## src/rtl/lander_core.sv

```systemverilog
// Lunar-lander physics core: BCD altitude/velocity/fuel/thrust with FLY/LANDED/CRASHED FSM.
// Optional macro LANDER_MAG_EN: velocity display shows sign+magnitude instead of ten's complement.
module lander_core #(
    parameter logic [15:0] ALT_INIT    = 16'h4500,
    parameter logic [15:0] VEL_INIT    = 16'h0000,
    parameter logic [15:0] FUEL_INIT   = 16'h0800,
    parameter logic [15:0] THRUST_INIT = 16'h0005,
    parameter logic [15:0] GRAVITY     = 16'h0005
) (
    input  logic        hz100,
    input  logic        rst_n,
    input  logic        tick,
    input  logic        key_valid,
    input  logic [3:0]  key,
    input  logic [1:0]  disp_sel,
    output logic [15:0] disp,
    output logic        disp_neg,
    output logic        land,
    output logic        crash
);
    typedef enum logic [1:0] {FLY, LANDED, CRASHED} state_t;

    state_t      r_state, w_state_nxt;
    logic [15:0] r_alt, r_vel, r_fuel;
    logic [3:0]  r_thrust;
    logic [15:0] w_alt_nxt, w_vel_nxt, w_fuel_nxt;
    logic [3:0]  w_thrust_nxt;

    // Per-digit decimal add; carry out of the top digit is dropped (mod 10000).
    function automatic logic [15:0] bcd_add(input logic [15:0] a, input logic [15:0] b,
                                            input logic cin);
        logic [15:0] s;
        logic [4:0]  d;
        logic        c;
        s = '0;
        c = cin;
        for (int i = 0; i < 4; i++) begin
            d = {1'b0, a[4*i +: 4]} + {1'b0, b[4*i +: 4]} + {4'b0, c};
            if (d > 5'd9) begin
                d = d + 5'd6;
                c = 1'b1;
            end else begin
                c = 1'b0;
            end
            s[4*i +: 4] = d[3:0];
        end
        return s;
    endfunction

    function automatic logic [15:0] bcd_sub(input logic [15:0] a, input logic [15:0] b);
        logic [15:0] n;
        for (int i = 0; i < 4; i++) n[4*i +: 4] = 4'd9 - b[4*i +: 4];
        return bcd_add(a, n, 1'b1);
    endfunction

    logic [15:0] w_thr16, w_eff, w_alt_sum, w_vel_sum, w_fuel_sub;
    logic        w_ground, w_soft;

    // BCD ordering matches binary ordering, so plain compares are decimal-correct.
    assign w_thr16    = {12'h000, r_thrust};
    assign w_eff      = (r_fuel < w_thr16) ? r_fuel : w_thr16;
    assign w_alt_sum  = bcd_add(r_alt, r_vel, 1'b0);
    assign w_vel_sum  = bcd_sub(bcd_add(r_vel, w_eff, 1'b0), GRAVITY);
    assign w_fuel_sub = bcd_sub(r_fuel, w_eff);
    assign w_ground   = (w_alt_sum == 16'h0000) || (w_alt_sum >= 16'h5000);
    assign w_soft     = (w_vel_sum < 16'h5000) || (w_vel_sum >= 16'h9970);

    always_ff @(posedge hz100 or negedge rst_n) begin
        if (!rst_n) begin
            r_state  <= FLY;
            r_alt    <= ALT_INIT;
            r_vel    <= VEL_INIT;
            r_fuel   <= FUEL_INIT;
            r_thrust <= THRUST_INIT[3:0];
        end else begin
            r_state  <= w_state_nxt;
            r_alt    <= w_alt_nxt;
            r_vel    <= w_vel_nxt;
            r_fuel   <= w_fuel_nxt;
            r_thrust <= w_thrust_nxt;
        end
    end

    always_comb begin
        w_state_nxt  = r_state;
        w_alt_nxt    = r_alt;
        w_vel_nxt    = r_vel;
        w_fuel_nxt   = r_fuel;
        w_thrust_nxt = r_thrust;
        if (r_state == FLY) begin
            if (key_valid && (key <= 4'd9))
                w_thrust_nxt = key;
            if (tick) begin
                w_fuel_nxt = w_fuel_sub;
                if (w_ground) begin
                    w_alt_nxt   = 16'h0000;
                    w_vel_nxt   = 16'h0000;
                    w_state_nxt = w_soft ? LANDED : CRASHED;
                end else begin
                    w_alt_nxt = w_alt_sum;
                    w_vel_nxt = w_vel_sum;
                end
            end
        end
    end

    assign land  = (r_state == LANDED);
    assign crash = (r_state == CRASHED);

    logic [15:0] w_raw;
    always_comb begin
        case (disp_sel)
            2'd0:    w_raw = r_alt;
            2'd1:    w_raw = r_vel;
            2'd2:    w_raw = r_fuel;
            default: w_raw = w_thr16;
        endcase
    end

`ifdef LANDER_MAG_EN
    logic w_vel_neg;
    assign w_vel_neg = (disp_sel == 2'd1) && (r_vel >= 16'h5000);
    assign disp      = w_vel_neg ? bcd_sub(16'h0000, r_vel) : w_raw;
    assign disp_neg  = w_vel_neg;
`else
    assign disp      = w_raw;
    assign disp_neg  = 1'b0;
`endif

endmodule

```

## config.mk

```make
export PLATFORM = sky130hd
export DESIGN_NAME = lander_core
export DESIGN_NICKNAME = d
export VERILOG_FILES = /design/src/rtl/lander_core.sv
export SDC_FILE = /design/constraint.sdc
export NUM_CORES = 1
export LEC_CHECK = 0
export ABC_CLOCK_PERIOD_IN_PS = 11700
export CAP_MARGIN = 20
export CORE_MARGIN = 2
export CORE_UTILIZATION = 50
export CTS_CLUSTER_DIAMETER = 200
export DETAILED_ROUTE_END_ITERATION = 16
export GPL_TIMING_DRIVEN = 0
export PLACE_DENSITY = 0.68
export SLEW_MARGIN = 40
export SYNTH_ARGS = -nofsm -noshare
export SYNTH_HDL_FRONTEND = slang
export SYNTH_SLANG_ARGS = --single-unit
```

## constraint.sdc

```tcl
create_clock -name hz100 -period 11.7 [get_ports hz100]
set_clock_uncertainty 0.1 [all_clocks]
set_input_delay 2.34 -clock hz100 [delete_from_list [all_inputs] [get_ports hz100]]
set_output_delay 2.34 -clock hz100 [all_outputs]
set_load 0.02 [all_outputs]
```

# Word level (Yosys, flattened, before mapping)
# Index checks and enable logic that the tools add are counted.
# W data, S select, Z words.
# totals
reg_bits,54
# op_classes
n_mux,33
order_cmp,21
n_eq_ne,4
addsub,50
reduce_logical,9
# op_table
operator,n
$gt A5 B4 Y1 const B,16
$add A4 B3 Y4 const B,16
$mux W4,16
$add A4 B4 Y5,12
$add A5 B1 Y5,12
$mux W16,3
$pmux W16 S3,1
$ge A16 B15 Y1 const B,1
$ge A16 B16 Y1 const B,1
$logic_not A16 Y1,1
$lt A16 B15 Y1 const B,1
$lt A16 B4 Y1,1
$sub A4 B4 Y4 const A,4
$add A4 B4 Y5 const B,3
$mux W1,12
$add A5 B1 Y5 const B,2
$add A4 B3 Y5 const B,1
$eq A2 B1 Y1 const B,2
$eq A2 B2 Y1 const B,2
$le A4 B4 Y1 const B,1
$logic_not A2 Y1,2
$reduce_and A2 Y1,2
$reduce_and A3 Y1,1
$logic_or A1 B1 Y1,2
other kinds (2),2

# Logic depth before layout (Yosys ltp)
# Gate-level depths: netlist (run 1).
# depth
depth_word,21
ltp_mapped,52
depth_no_buf,51

# Worst setup path before layout (run 1)
# OpenSTA, ideal clock, no wires.
# synth_timing
path_kind,reg-to-reg
start,register r_fuel[1]
end,register r_state[0]
path_stages_with_launch,47
path_buffers,1
arrival_time_ns,9.490
setup_slack_ns,1.992
period_less_slack_ns,9.708
cell_sequence,dfrtp_1 > ha_1 > a21boi_0 > o21ai_0 > nand2b_1 > a21oi_1 > mux2_2 > ha_1 > fa_1 > xor2_1 > nor2_1 > o21ai_1 > inv_1 > fa_1 > inv_1 > fa_1 > nor2_1 > inv_1 > [11 not listed] > xnor2_1 > ha_1 > inv_1 > o21ai_0 > o221ai_1 > o21ai_2 > inv_1 > ha_1 > inv_1 > ha_1 > inv_1 > ha_1 > nand2b_1 > nor3_1 > a221oi_2 > a221oi_2 > o31ai_2 > o21a_1
# synth_via
elab_chain_cells,21
elab_cells_between_ends,51
# synth_rtl
item,line,source
start: declaration,24,"logic [15:0] r_alt, r_vel, r_fuel;"
start signal: assignment,79,r_fuel <= w_fuel_nxt;
$lt A16 B4 Y1,61,assign w_eff = (r_fuel < w_thr16) ? r_fuel : w_thr16;
$mux W16 *,61,
$add A4 B4 Y5,38,"d = {1'b0, a[4*i +: 4]} + {1'b0, b[4*i +: 4]} + {4'b0, c};"
$gt A5 B4 Y1 / $add A4 B3 Y4 (equally long branches),"39, 40",
$mux W1 / $mux W4 (equally long branches),39,if (d > 5'd9) begin
$add A5 B1 Y5 / $add A4 B3 Y5 (equally long branches),38,
"$gt A5 B4 Y1, or another cell as far along",39,
"$mux W1, or another cell as far along",39,
[5 not listed],--,
$mux W4 / $gt A5 B4 Y1 (equally long branches),39,
$add A4 B4 Y5 / $mux W1 (equally long branches),"38, 39",
$add A5 B1 Y5,38,
$add A4 B3 Y4 / $gt A5 B4 Y1 (equally long branches),"40, 39",
$mux W4,39,
$lt A16 B15 Y1 / $ge A16 B16 Y1 (equally long branches),66,assign w_soft = (w_vel_sum < 16'h5000) || (w_vel_sum >= 16'h9970);
$logic_or A1 B1 Y1 *,66,
$mux W2 *,98,w_state_nxt = w_soft ? LANDED : CRASHED;
end signal: assignment,76,r_state <= w_state_nxt;
end: declaration,23,"state_t r_state, w_state_nxt;"
# Every way passes the cells marked *; elsewhere a longest branch is shown, timed or not.
# A chain may end at the register's enable or synchronous reset.

# Worst setup path in the final report (run 1)
# layout_timing
start,register r_fuel[14]
end,register r_state[0]
# Same word-level chain as after synthesis.

==> impl_results.html, run 1 <==
<table>
<tr><th>Metric</th><th>Value</th></tr>
<tr><th colspan="2">Detailed routing</th></tr>
<tr><td>Via count</td><td>5833</td></tr>
<tr><td>Number of vias per cell after detailed routing</td><td>5.752</td></tr>
<tr><td>Wire length per cell after detailed routing</td><td>15.79 um</td></tr>
<tr><td>Total Routed Length</td><td>16010 um</td></tr>
<tr><td>Drt pass-1 iters</td><td>4</td></tr>
<tr><td>Count of nets left with antenna violations after detail routing</td><td>0</td></tr>
<tr><td>DRC violations left</td><td>0</td></tr>
<tr><td>Detailed Route Iter0 Violations</td><td>314</td></tr>
<tr><th colspan="2">Run status</th></tr>
<tr><td>Run status</td><td>completed</td></tr>
<tr><th colspan="2">Yosys</th></tr>
<tr><td>Proportion of synthesized flip-flops having asynchronous set or reset</td><td>100.0%</td></tr>
<tr><td>Most common flop cell mapped by yosys</td><td>dfrtp_1</td></tr>
<tr><td>FF+latch count, synth</td><td>54</td></tr>
<tr><td>Seq/Total Area, Yosys</td><td>20.63%</td></tr>
<tr><td>EDFF count, synth</td><td>0</td></tr>
<tr><td>Adder-cell share of the synthesized area</td><td>19.19%</td></tr>
<tr><td>Synth Area in XOR/XNOR</td><td>6.479%</td></tr>
<tr><td>Post-synthesis average cell area</td><td>8.357 um2</td></tr>
<tr><td>Number of distinct library cells after synthesis</td><td>87</td></tr>
<tr><td>Multiplexer area fraction after synthesis</td><td>6.802%</td></tr>
<tr><td>Post-synthesis instance area</td><td>6585 um2</td></tr>
<tr><td>Compound-cell area share of the yosys netlist</td><td>24.87%</td></tr>
<tr><td>Post-synthesis instance total</td><td>788</td></tr>
<tr><td>Total of warnings raised by yosys</td><td>0</td></tr>
<tr><td>Combinational family with the most area after synthesis</td><td>compound AO/OA/AOI/OAI gates</td></tr>
<tr><td>Post-synthesis share of cell area spent on and, or, nand and nor gates</td><td>16.13%</td></tr>
<tr><th colspan="2">Min path</th></tr>
<tr><td>Class of the most critical hold timing path</td><td>reg -&gt; reg</td></tr>
<tr><th colspan="2">Die</th></tr>
<tr><td>I/O pins</td><td>29</td></tr>
<tr><td>Initial cell density of the core</td><td>51.76%</td></tr>
<tr><td>Standard cell core area</td><td>12720 um2</td></tr>
<tr><td>Count of standard-cell rows</td><td>41</td></tr>
<tr><td>Vertical die dimension</td><td>118.8 um</td></tr>
<tr><td>Die outline area</td><td>14100 um2</td></tr>
<tr><td>Width of the chip</td><td>118.8 um</td></tr>
<tr><th colspan="2">Clock tree</th></tr>
<tr><td>Clock-pin slew on the worst setup and hold paths</td><td>0.07 ns</td></tr>
<tr><td>CTS Buf Count</td><td>5</td></tr>
<tr><td>Worst-Skew Late Latency</td><td>0.29 ns</td></tr>
<tr><td>Total number of H-tree levels</td><td>2</td></tr>
<tr><td>Post CTS Setup Buffer Count</td><td>0</td></tr>
<tr><td>Clk root buf</td><td>clkbuf_16</td></tr>
<tr><td>Clock tree from TritonCTS</td><td>built</td></tr>
<tr><td>Maximum root-to-sink buffer count</td><td>2</td></tr>
<tr><td>Clock net sink count</td><td>54</td></tr>
<tr><th colspan="2">Setup path</th></tr>
<tr><td>Type of element capturing the critical path</td><td>flip-flop</td></tr>
<tr><td>Maximum net fanout on the critical path</td><td>7</td></tr>
<tr><td>Count of buffering cells on the critical path with inverters included</td><td>7</td></tr>
<tr><td>Cell seen most often among critical-path stages</td><td>ha_1</td></tr>
<tr><td>Worst path max stage delay</td><td>0.47 ns</td></tr>
<tr><td>Critical path launch point type</td><td>flip-flop</td></tr>
<tr><td>Required time of the critical path</td><td>11.78 ns</td></tr>
<tr><td>Category of the most critical setup path</td><td>reg -&gt; reg</td></tr>
<tr><td>WP data arrival</td><td>10.91 ns</td></tr>
<tr><td>Crit path max-delay family</td><td>compound AO/OA/AOI/OAI gates</td></tr>
<tr><td>Master of the slowest instance on the critical path</td><td>nor4_1</td></tr>
<tr><th colspan="2">Placement</th></tr>
<tr><td>Hpwl dp</td><td>12940 um</td></tr>
<tr><td>Total of buffers placed on input and output ports</td><td>25</td></tr>
<tr><td>Count of placed standard cells including taps</td><td>1006</td></tr>
<tr><td>Routability cong.</td><td>0.8923</td></tr>
<tr><th colspan="2">GRT</th></tr>
<tr><td>Wire length of the first global-routing pass</td><td>27050 um</td></tr>
<tr><td>GRT Total Usage</td><td>23.03%</td></tr>
<tr><td>Largest net degree at the start of global routing</td><td>31</td></tr>
<tr><td>Antenna violations before repair</td><td>0</td></tr>
<tr><td>Vias in the first global route</td><td>5701</td></tr>
<tr><td>Remaining global-route overflow</td><td>0</td></tr>
<tr><th colspan="2">Power and ir drop</th></tr>
<tr><td>Part of the total power dissipated in the clock network</td><td>25.1%</td></tr>
<tr><td>Power density cells</td><td>91.66 nW/um2</td></tr>
<tr><td>Combinational Power Share</td><td>47.1%</td></tr>
<tr><td>Net Sw Power</td><td>250.9 uW</td></tr>
<tr><td>Internal Pwr Total</td><td>420.7 uW</td></tr>
<tr><td>Relative contribution of sequential cells to total power</td><td>27.8%</td></tr>
<tr><td>P_leak</td><td>0.003403 uW</td></tr>
<tr><td>IR Drop Worst-Case VDD</td><td>140.7 uV</td></tr>
<tr><td>Net switching fraction of the power</td><td>37.36%</td></tr>
<tr><td>Overall power consumption</td><td>671.6 uW</td></tr>
<tr><th colspan="2">Layout</th></tr>
<tr><td>Post-layout net count</td><td>943</td></tr>
<tr><td>Relative area change from synthesis to final layout</td><td>11.27%</td></tr>
<tr><td>Diodes inserted</td><td>0</td></tr>
<tr><td>Final standard cell count with taps included and fillers excluded</td><td>1014</td></tr>
<tr><td>Commonest cells after routing, fill and taps aside</td><td>89 x nand2_1, 77 x ha_1, 70 x inv_1</td></tr>
<tr><td>Fraction of layout instances using a drive strength above 1</td><td>7.601%</td></tr>
<tr><td>Most common library cell in the layout ignoring fill and taps</td><td>nand2_1</td></tr>
<tr><td>Fill count</td><td>1194</td></tr>
<tr><th colspan="2">Timing</th></tr>
<tr><td>Number of pins with negative max-slew slack in the final report</td><td>0</td></tr>
<tr><td>Ratio of final minimum period to clock period</td><td>92.62%</td></tr>
<tr><td>Final-report setup violation count</td><td>0</td></tr>
<tr><td>Sum Neg Setup Slack</td><td>0 ns</td></tr>
<tr><td>Unrepaired setup endpoints after global routing</td><td>no</td></tr>
<tr><td>Remaining max-slew budget at the tightest pin</td><td>46.19%</td></tr>
<tr><td>Hold slack</td><td>0.3861 ns</td></tr>
<tr><td>Number of endpoints with negative hold slack in the final report</td><td>0</td></tr>
<tr><td>Worst slew pin tran</td><td>0.8017 ns</td></tr>
<tr><td>Shortest period the worst path allows</td><td>10.84 ns</td></tr>
<tr><td>Highest Clock Rate</td><td>92.28 MHz</td></tr>
<tr><th colspan="2">Run</th></tr>
<tr><td>Max_cap viols</td><td>0</td></tr>
</table>
## through the flow
stage | setup slack [ns] | utilization, % | cell area, um2
after detailed placement | 0.7924 | 56.15 | 7143
after global placement | 0.9124 | 56.01 | 7126
after CTS | 0.6924 | 57.44 | 7308
after floorplan | 1.992 | - | 6660
final | 0.8630 | 57.59 | 7327
after global routing | 0.03977 | 57.59 | 7327
## cells by family (layout without fill, tap and decap cells)
family | after synthesis | after routing
and+or+nand+nor | 225 | 225
buffers and inverters | 99 | 133
xor gates and xnor gates | 47 | 47
DFF | 54 | 54
adders and majority gates | 92 | 92
muxes | 37 | 37
AOI/OAI and AO/OA | 232 | 232
other | 2 | 22
## registers in the layout, summed over array words and instances, names as in the netlist
register and flops:
r_alt 16, r_fuel 16, r_vel 16, r_thrust 4, r_state 2
## area by class of cell
class / instances / area [um2] / share of cell area [%]
inverter: 71 / 266.5 / 3.637
clock inverter: 3 / 40.04 / 0.5464
tap: 172 / 215.2 / 2.937
timing repair buffer: 26 / 267.8 / 3.654
sequential: 54 / 1359 / 18.55
clock buffer: 5 / 125.1 / 1.708
buffer: 28 / 113.9 / 1.554
multi-input combinational: 655 / 4940 / 67.42
## synthesized netlist by cell type (13+ instances only)
master	count	area share, %
nand2_1	89	5.1
ha_1	77	15
inv_1	70	4.0
o21ai_0	55	4.2
dfrtp_1	48	18
nor2_1	43	2.5
a21oi_1	40	3.0
xnor2_1	36	4.8
mux2i_1	23	3.5
a21o_1	21	2.4
clkbuf_1	21	1.2
nor2b_1	18	1.7
o21ai_1	18	1.4
fa_1	15	4.6
nand3_1	13	0.99
## power groups by stage
stage / clock network, uW / registers (uW) / logic [uW]
after floorplan: 0 / 190 / 251
after global placement: 0 / 190 / 300
after detailed placement: 0 / 190 / 310
after CTS: 171 / 187 / 312
after global routing: 180 / 187 / 351
final: 168 / 187 / 316
## routing by layer
metal  up-vias  global-route usage [%]  share of wire, %
li1       2900                       -                 -
met1      2804                   30.78                47
met2       105                   40.84                49
met3        24                   1.255               2.3
met4         0                   5.357               1.9
met5         -                       0                 0
## worst min-delay path, cell delays in order, from the launching register on
cell and delay (ns):
dfstp_2 0.38, nand2_1 0.05, o21ai_1 0.06
## path summary, 6_finish.rpt
path | from | endpoint | slack, ns | cells past startpoint
max | r_fuel[14] | r_state[0] | 0.86 | 46
min | r_alt[10] | r_alt[10] | 0.39 | 2
max reg2reg | r_fuel[14] | r_state[0] | 0.86 | 46
min reg2reg | r_alt[10] | r_alt[10] | 0.39 | 2
max in group asynchronous | rst_n | r_alt[10] | 9.10 | 2
min in group asynchronous | rst_n | r_fuel[6] | 1.85 | 1
## timing repair
| action | 4_1_cts | 5_1_grt |
|---|---|---|
| hold endpoints to repair | 0 | 0 |
| resized for setup | 0 | 4 |
| setup endpoints to repair | 0 | 4 |
| hold buffers | 0 | 0 |
(Power assumes the default switching activity.)
==> inputs of run 2 (changes only) <==
--- a/config.mk
+++ b/config.mk
@@ -9,7 +9,6 @@
 export CAP_MARGIN = 20
 export CORE_MARGIN = 2
 export CORE_UTILIZATION = 50
-export CTS_CLUSTER_DIAMETER = 200
 export DETAILED_ROUTE_END_ITERATION = 16
 export GPL_TIMING_DRIVEN = 0
 export PLACE_DENSITY = 0.68
==> results of run 2 <==
Final layout, timing and power as in run 1 (identical DEF).
